## config.mk

```make
export PLATFORM = sky130hd
export DESIGN_NAME = nrd_seq_div_flat
export DESIGN_NICKNAME = d
export VERILOG_FILES = /design/src/rtl/nrd_seq_div_pkg.sv /design/src/rtl/nrd_seq_div_if.sv /design/src/rtl/nrd_seq_div_step.sv /design/src/rtl/nrd_seq_div.sv /design/src/flat_wrapper.sv
export SDC_FILE = /design/constraint.sdc
export NUM_CORES = 1
export LEC_CHECK = 0
export CAP_MARGIN = 0
export CORE_MARGIN = 2
export CORE_UTILIZATION = 45
export DETAILED_ROUTE_END_ITERATION = 10
export PLACE_DENSITY = 0.65
export REMOVE_ABC_BUFFERS = 1
export SLEW_MARGIN = 5
export SYNTH_ARGS = -nofsm -noshare
export SYNTH_HDL_FRONTEND = slang
export SYNTH_HIERARCHICAL = 1
export SYNTH_SLANG_ARGS = --single-unit
```

## constraint.sdc

```tcl
create_clock -name clk -period 6.2 [get_ports clk]
set_input_delay 1.24 -clock clk [delete_from_list [all_inputs] [get_ports clk]]
set_output_delay 1.24 -clock clk [all_outputs]
set_load 0.03 [all_outputs]
```

## src/rtl/nrd_seq_div_pkg.sv

```systemverilog
// Shared constants for the sequential non-restoring divider.
package nrd_pkg;

  // FSM encodings
  localparam logic [1:0] IDLE = 2'd0;
  localparam logic [1:0] RUN  = 2'd1;
  localparam logic [1:0] FIX  = 2'd2;
  localparam logic [1:0] DONE = 2'd3;

  localparam int unsigned DEFAULT_WIDTH = 8;

  // Quotient reported on divide-by-zero; sliced down to the operand width at use.
  localparam logic [63:0] DZ_QUO_ALL = '1;

endpackage

```

## src/rtl/nrd_seq_div_if.sv

```systemverilog
// Controller <-> divider handshake and operand/result bundle.
interface nrd_seq_div_if #(
  parameter int unsigned WIDTH = 8
);
  logic             start;
  logic             signed_mode;
  logic [WIDTH-1:0] dividend;
  logic [WIDTH-1:0] divisor;
  logic             busy;
  logic             done;
  logic [WIDTH-1:0] quo;
  logic [WIDTH-1:0] rem;
  logic             div_by_zero;
  logic             ovf;

  modport master (
    output start, signed_mode, dividend, divisor,
    input  busy, done, quo, rem, div_by_zero, ovf
  );

  modport slave (
    input  start, signed_mode, dividend, divisor,
    output busy, done, quo, rem, div_by_zero, ovf
  );
endinterface

```

## src/rtl/nrd_seq_div_step.sv

```systemverilog
// One non-restoring iteration: shift {A,Q} left, add or subtract M by the sign of A,
// and shift in the new quotient bit.
module nrd_step #(
  parameter int unsigned WIDTH = 8
) (
  input  logic [WIDTH:0]   a,
  input  logic [WIDTH-1:0] q,
  input  logic [WIDTH-1:0] m,
  output logic [WIDTH:0]   a_n,
  output logic [WIDTH-1:0] q_n
);

  logic [WIDTH:0] a_sh;
  logic [WIDTH:0] m_ext;

  // Sign of the pre-shift partial remainder selects restore-by-add vs subtract.
  always_comb begin
    a_sh  = {a[WIDTH-1:0], q[WIDTH-1]};
    m_ext = {1'b0, m};
    a_n   = a[WIDTH] ? (a_sh + m_ext) : (a_sh - m_ext);
    q_n   = {q[WIDTH-2:0], ~a_n[WIDTH]};
  end

endmodule

```

## src/rtl/nrd_seq_div.sv

```systemverilog
// Multi-cycle non-restoring divider, one quotient bit per clock, with unsigned and
// signed (truncating) modes, divide-by-zero and signed-overflow flags.
module nrd_seq_div
  import nrd_pkg::*;
#(
  parameter int unsigned WIDTH     = DEFAULT_WIDTH,
  parameter bit          SIGNED_EN = 1'b1
) (
  input  logic         clk,
  input  logic         rst,
  nrd_seq_div_if.slave bus
);

  localparam int unsigned CntW = $clog2(WIDTH + 1);
  localparam logic [WIDTH-1:0] MinNeg = {1'b1, {(WIDTH - 1){1'b0}}};

  logic [1:0]       state_q, state_d;
  logic [WIDTH:0]   a_q;
  logic [WIDTH-1:0] q_q;
  logic [WIDTH-1:0] m_q;
  logic [WIDTH-1:0] dvd_q;
  logic [CntW-1:0]  cnt_q;
  logic             qneg_q, rneg_q, dz_q, ovf_pend_q;

  logic [WIDTH-1:0] quo_q, rem_q;
  logic             dbz_q, ovf_q;

  logic             accept;
  logic             sgn, sd, sv, zero_in;
  logic [WIDTH-1:0] dvd_mag, dvs_mag;
  logic [WIDTH:0]   a_step;
  logic [WIDTH-1:0] q_step;
  logic [WIDTH-1:0] rem_mag, quo_fix, rem_fix;

  // Operand decode on accept: sign extraction and magnitudes.
  always_comb begin
    accept  = bus.start && ((state_q == IDLE) || (state_q == DONE));
    sgn     = SIGNED_EN && bus.signed_mode;
    sd      = sgn && bus.dividend[WIDTH-1];
    sv      = sgn && bus.divisor[WIDTH-1];
    dvd_mag = sd ? (~bus.dividend + 1'b1) : bus.dividend;
    dvs_mag = sv ? (~bus.divisor + 1'b1) : bus.divisor;
    zero_in = (bus.divisor == '0);
  end

  nrd_step #(
    .WIDTH (WIDTH)
  ) u_step (
    .a   (a_q),
    .q   (q_q),
    .m   (m_q),
    .a_n (a_step),
    .q_n (q_step)
  );

  // Final remainder restore and sign correction.
  always_comb begin
    rem_mag = a_q[WIDTH] ? (a_q[WIDTH-1:0] + m_q) : a_q[WIDTH-1:0];
    quo_fix = qneg_q ? (~q_q + 1'b1) : q_q;
    rem_fix = rneg_q ? (~rem_mag + 1'b1) : rem_mag;
  end

  // FSM next state; a start in DONE chains straight into the next operation.
  always_comb begin
    state_d = state_q;
    unique case (state_q)
      IDLE: if (bus.start) state_d = zero_in ? FIX : RUN;
      RUN:  if (cnt_q == CntW'(WIDTH - 1)) state_d = FIX;
      FIX:  state_d = DONE;
      DONE: begin
        if (bus.start) state_d = zero_in ? FIX : RUN;
        else           state_d = IDLE;
      end
      default: state_d = IDLE;
    endcase
  end

  // State register.
  always_ff @(posedge clk or posedge rst) begin
    if (rst) state_q <= IDLE;
    else     state_q <= state_d;
  end

  // Working registers: load on accept, iterate in RUN.
  always_ff @(posedge clk or posedge rst) begin
    if (rst) begin
      a_q        <= '0;
      q_q        <= '0;
      m_q        <= '0;
      dvd_q      <= '0;
      cnt_q      <= '0;
      qneg_q     <= 1'b0;
      rneg_q     <= 1'b0;
      dz_q       <= 1'b0;
      ovf_pend_q <= 1'b0;
    end else if (accept) begin
      a_q        <= '0;
      q_q        <= dvd_mag;
      m_q        <= dvs_mag;
      dvd_q      <= bus.dividend;
      cnt_q      <= '0;
      qneg_q     <= sd ^ sv;
      rneg_q     <= sd;
      dz_q       <= zero_in;
      ovf_pend_q <= sgn && (bus.dividend == MinNeg) && (bus.divisor == '1);
    end else if (state_q == RUN) begin
      a_q   <= a_step;
      q_q   <= q_step;
      cnt_q <= cnt_q + 1'b1;
    end
  end

  // Result registers: flags clear on accept, everything written in FIX and held.
  always_ff @(posedge clk or posedge rst) begin
    if (rst) begin
      quo_q <= '0;
      rem_q <= '0;
      dbz_q <= 1'b0;
      ovf_q <= 1'b0;
    end else if (accept) begin
      dbz_q <= 1'b0;
      ovf_q <= 1'b0;
    end else if (state_q == FIX) begin
      if (dz_q) begin
        quo_q <= DZ_QUO_ALL[WIDTH-1:0];
        rem_q <= dvd_q;
        dbz_q <= 1'b1;
      end else begin
        // Overflow needs no special path: |MIN| fits the unsigned quotient and wraps.
        quo_q <= quo_fix;
        rem_q <= rem_fix;
        ovf_q <= ovf_pend_q;
      end
    end
  end

  assign bus.busy        = (state_q == RUN) || (state_q == FIX);
  assign bus.done        = (state_q == DONE);
  assign bus.quo         = quo_q;
  assign bus.rem         = rem_q;
  assign bus.div_by_zero = dbz_q;
  assign bus.ovf         = ovf_q;

endmodule
```

## src/flat_wrapper.sv

```systemverilog
// flat-port wrapper written by rule: the top's interface ports become plain ports
module nrd_seq_div_flat import nrd_pkg::*;
#(
  parameter int unsigned WIDTH     = DEFAULT_WIDTH,
  parameter bit          SIGNED_EN = 1'b1
)
  (clk, rst, bus_start, bus_signed_mode, bus_dividend, bus_divisor, bus_busy, bus_done, bus_quo, bus_rem, bus_div_by_zero, bus_ovf);
  nrd_seq_div_if #(.WIDTH(WIDTH)) bus_i ();
  input  logic clk;
  input  logic rst;
  input wire logic [$bits(bus_i.start)-1:0] bus_start;
  input wire logic [$bits(bus_i.signed_mode)-1:0] bus_signed_mode;
  input wire logic [$bits(bus_i.dividend)-1:0] bus_dividend;
  input wire logic [$bits(bus_i.divisor)-1:0] bus_divisor;
  output wire logic [$bits(bus_i.busy)-1:0] bus_busy;
  output wire logic [$bits(bus_i.done)-1:0] bus_done;
  output wire logic [$bits(bus_i.quo)-1:0] bus_quo;
  output wire logic [$bits(bus_i.rem)-1:0] bus_rem;
  output wire logic [$bits(bus_i.div_by_zero)-1:0] bus_div_by_zero;
  output wire logic [$bits(bus_i.ovf)-1:0] bus_ovf;
  assign bus_i.start = bus_start;
  assign bus_i.signed_mode = bus_signed_mode;
  assign bus_i.dividend = bus_dividend;
  assign bus_i.divisor = bus_divisor;
  assign bus_busy = bus_i.busy;
  assign bus_done = bus_i.done;
  assign bus_quo = bus_i.quo;
  assign bus_rem = bus_i.rem;
  assign bus_div_by_zero = bus_i.div_by_zero;
  assign bus_ovf = bus_i.ovf;
  nrd_seq_div #(.WIDTH(WIDTH), .SIGNED_EN(SIGNED_EN)) u_core (.clk(clk), .rst(rst), .bus(bus_i));
endmodule
```

==> qor.yml <==
logic_synthesis:
  avgSynthCellArea_um2: 8.82
  yosysWarningCount: 6
  synth-seq-area-share_pct: 35.7
  synth_enable_flop_cells: 0
  synth_top_cell_area_share_pct: 35.7
  ys_ff_latch: 61
  synth-main-ff-cell: "dfrtp_1"
  yosysUniqueCellTypes: 60
  netlist_area_um2: 4280
  synthTopCellsByArea: "dfrtp_1 36%, ha_1 7.9%, mux2i_1 5.9%, nand2_1 5.5%, nor2_1 5.4%"
  async_reset_ff_share_pct: 100
  synthCells: 485
  yosysTopAreaCell: "dfrtp_1"
sta:
  setup_tns_ps: 0
  max_slew_margin_pct: 29.3
  setup_viol: 0
  clock_skew_ps: 12.8
  rsz0062_at_grt: "no"
  finalCritPeriodShare_pct: 49.8
  max_freq_mhz: 324
  worst_slew_pin_slew_ps: 1060
  hold_viol_final: 0
  period_needed_ps: 3090
  finalMaxSlewViolations: 0
critical_path:
  path_cells: "inv_1, ha_1, clkdlybuf4s50_1"
  worstRegToRegCells: 9
  critPathBufInv: 2
  crit_type: "register to primary output"
  critPathMaxStageDelay_ps: 680
  reg2reg_to: "u_core/a_q[6]"
  r2r-start: "u_core/a_q[8]"
  worstPathMaxFanout: 4
  crit_required_ps: 4960
  r2r_slack_ps: 3440
  path_depth: 3
  cp_data_arrival_time_ps: 1850
  cp-end-kind: "primary output"
  critPathSlowestCell: "clkdlybuf4s50_1"
  cpLargestDelayFamily: "buffers and inverters"
  cp-start-kind: "register"
routing:
  routed_wirelength_um: 9590
  wl_met1_um: 4660
  ant_nets: 0
  routed-wl-met2_um: 4470
  drtIter0Drc: 114
  wire_per_inst_um: 14.8
  met3WireLength_um: 392
  drcViolationCount: 0
  firstDrtPassIters: 5
  viasPerCell: 5.31
  via_count: 3438
  dr.max_layer_used: "met4"
clock_tree:
  clkLatencyLatePin_ps: 340
  cts_buffer_depth: 2
  postCtsSetupRepairBufs: 0
  cts_buffers: 9
  clock_sinks: 61
  postCtsHoldBufs: 0
  cts_resized: 0
  cts_tree: "done"
  clk_pin_slew_worst_paths_ps: 80
  cts-root-buf: "clkbuf_8"
  htree_levels: 3
die:
  num_rows: 35
  die_h_um: 101
  die_area_um2: 10300
  die_w_um: 101
  design.core.area_um2: 9240
  start_util_pct: 46.3
  io_pins: 40
flow_run:
  maxCapViolCount: 0
grt:
  grt_max_degree: 62
  overflow: 0
  track_usage_pct: 19.6
  antenna_found_initial: 0
  first_global_vias: 3315
  grt_pass1_wl_um: 15900
place:
  dpl.hpwl_um: 7120
  place_congestion: 0.802
  port_buffers: 39
  post_dp_cell_area_um2: 4740
worst_hold_path:
  hold_path.class: "register to register"
  hold_depth: 1
  min-delay-start: "u_core/bus.rem[4]"
  min_to: "u_core/bus.rem[4]"
finish:
  layout.nets: 563
  area_growth_pct: 15.9
  layout_common_cells: "63 x nand2_1, 61 x nor2_1, 61 x dfrtp_1, 39 x clkdlybuf4s50_1"
  final_common_cell: "nand2_1"
  fin_area_um2: 4960
  diodes: 0
  layout-drive-gt1-share_pct: 8.48
power_and_ir_drop:
  power-per-cell-area_nw_per_um2: 615
  leakagePower_uw: 0.00219
  peakVddDrop_uv: 431
status:
  status: "complete, no violations"
-- cells in the mapped netlist, types with 3 or more instances --
| library cell | number |
|---|---|
| a211oi_1 | 4 |
| a21o_1 | 3 |
| a21oi_1 | 28 |
| a31oi_1 | 4 |
| buf_2 | 3 |
| buf_4 | 7 |
| clkbuf_1 | 15 |
| dfrtp_1 | 61 |
| ha_1 | 27 |
| inv_1 | 24 |
| mux2_2 | 3 |
| mux2i_1 | 25 |
| nand2_1 | 63 |
| nand2b_1 | 4 |
| nand3_1 | 7 |
| nand3b_1 | 3 |
| nand4_1 | 3 |
| nor2_1 | 61 |
| nor2b_1 | 4 |
| nor3_1 | 7 |
| nor4_1 | 4 |
| o21a_1 | 5 |
| o21ai_0 | 28 |
| o21ai_2 | 3 |
| o22ai_1 | 4 |
| o31ai_1 | 4 |
| xnor2_1 | 20 |
| xor2_1 | 20 |
-- through the flow --
| stage | total power, uW | utilization (%) | hold slack [ps] | setup slack [ps] | instances |
|---|---|---|---|---|---|
| final | 3050 | 53.7 | 483 | 3110 | 648 |
| after global routing | 3320 | 53.7 | 515 | 3030 | 648 |
| after CTS | 3060 | 53.7 | 486 | 3100 | 648 |
| after detailed placement | 2640 | 51.3 | 468 | 3060 | 632 |
| after global placement | 2590 | 51.3 | 462 | 3100 | 632 |
| after floorplan | 2180 | - | 445 | 3390 | 460 |
-- where the power goes --
group | switching, uW | leakage [uW] | internal [uW] | total (uW)
Clock | 171 | 0.000106 | 228 | 399
Sequential | 204 | 0.000756 | 573 | 777
Combinational | 1040 | 0.00133 | 827 | 1870
Total | 1420 | 0.00219 | 1630 | 3050
-- state kept, by name, summed over array words and instances (netlist names) --
name	cells
u_core/ovf_pend_q	1
u_core/bus.ovf	1
u_core/rneg_q	1
u_core/state_q	2
u_core/a_q	9
u_core/cnt_q	4
u_core/qneg_q	1
u_core/bus.div_by_zero	1
u_core/dvd_q	8
u_core/dz_q	1
u_core/m_q	8
u_core/bus.quo	8
u_core/q_q	8
u_core/bus.rem	8
-- logic make-up after synthesis --
group	Yosys count	share of synthesized area, %
buffers and inverters	49	5.00
multiplexers	28	6.64
XOR/XNOR	41	8.57
AO/OA/AOI/OAI	107	17.1
adder cells (fa/ha/maj)	29	8.84
AND/OR/NAND/NOR	170	18.2
flip-flops	61	35.7
-- layer usage --
metal  GRT usage (%)  up-vias
met5               0        -
met4            6.44        0
met1            28.2     1620
li1                -     1737
met2            30.7       75
met3            2.55        6
-- worst max-delay path by stage --
stage	from	endpoint	slack, ps
after floorplan	bus_start	u_core/q_q[0]	3390
after global placement	bus_divisor[3]	u_core/state_q[0]	3100
after detailed placement	bus_divisor[3]	u_core/state_q[0]	3060
after CTS	u_core/state_q[0]	bus_busy	3100
after global routing	u_core/state_q[0]	bus_busy	3030
final	u_core/state_q[0]	bus_busy	3110
-- layout make-up --
type | instances | area, um2
clock inverter | 7 | 97.6
sequential | 61 | 1530
clock buffer | 9 | 124
inverter | 24 | 90.1
fill | 853 | 4280
multi-input combinational | 375 | 2540
timing repair buffer | 43 | 420
tap | 129 | 161
-- worst reg2reg max path, stage by stage (launching register included) --
cell,delay [ps]
dfrtp_1,910
mux2_2,430
inv_1,90
fa_1,250
nor2b_4,60
o31a_4,310
o21a_1,170
o31a_1,230
mux2i_1,130
nor2_1,50
(Power assumes the default switching activity.)
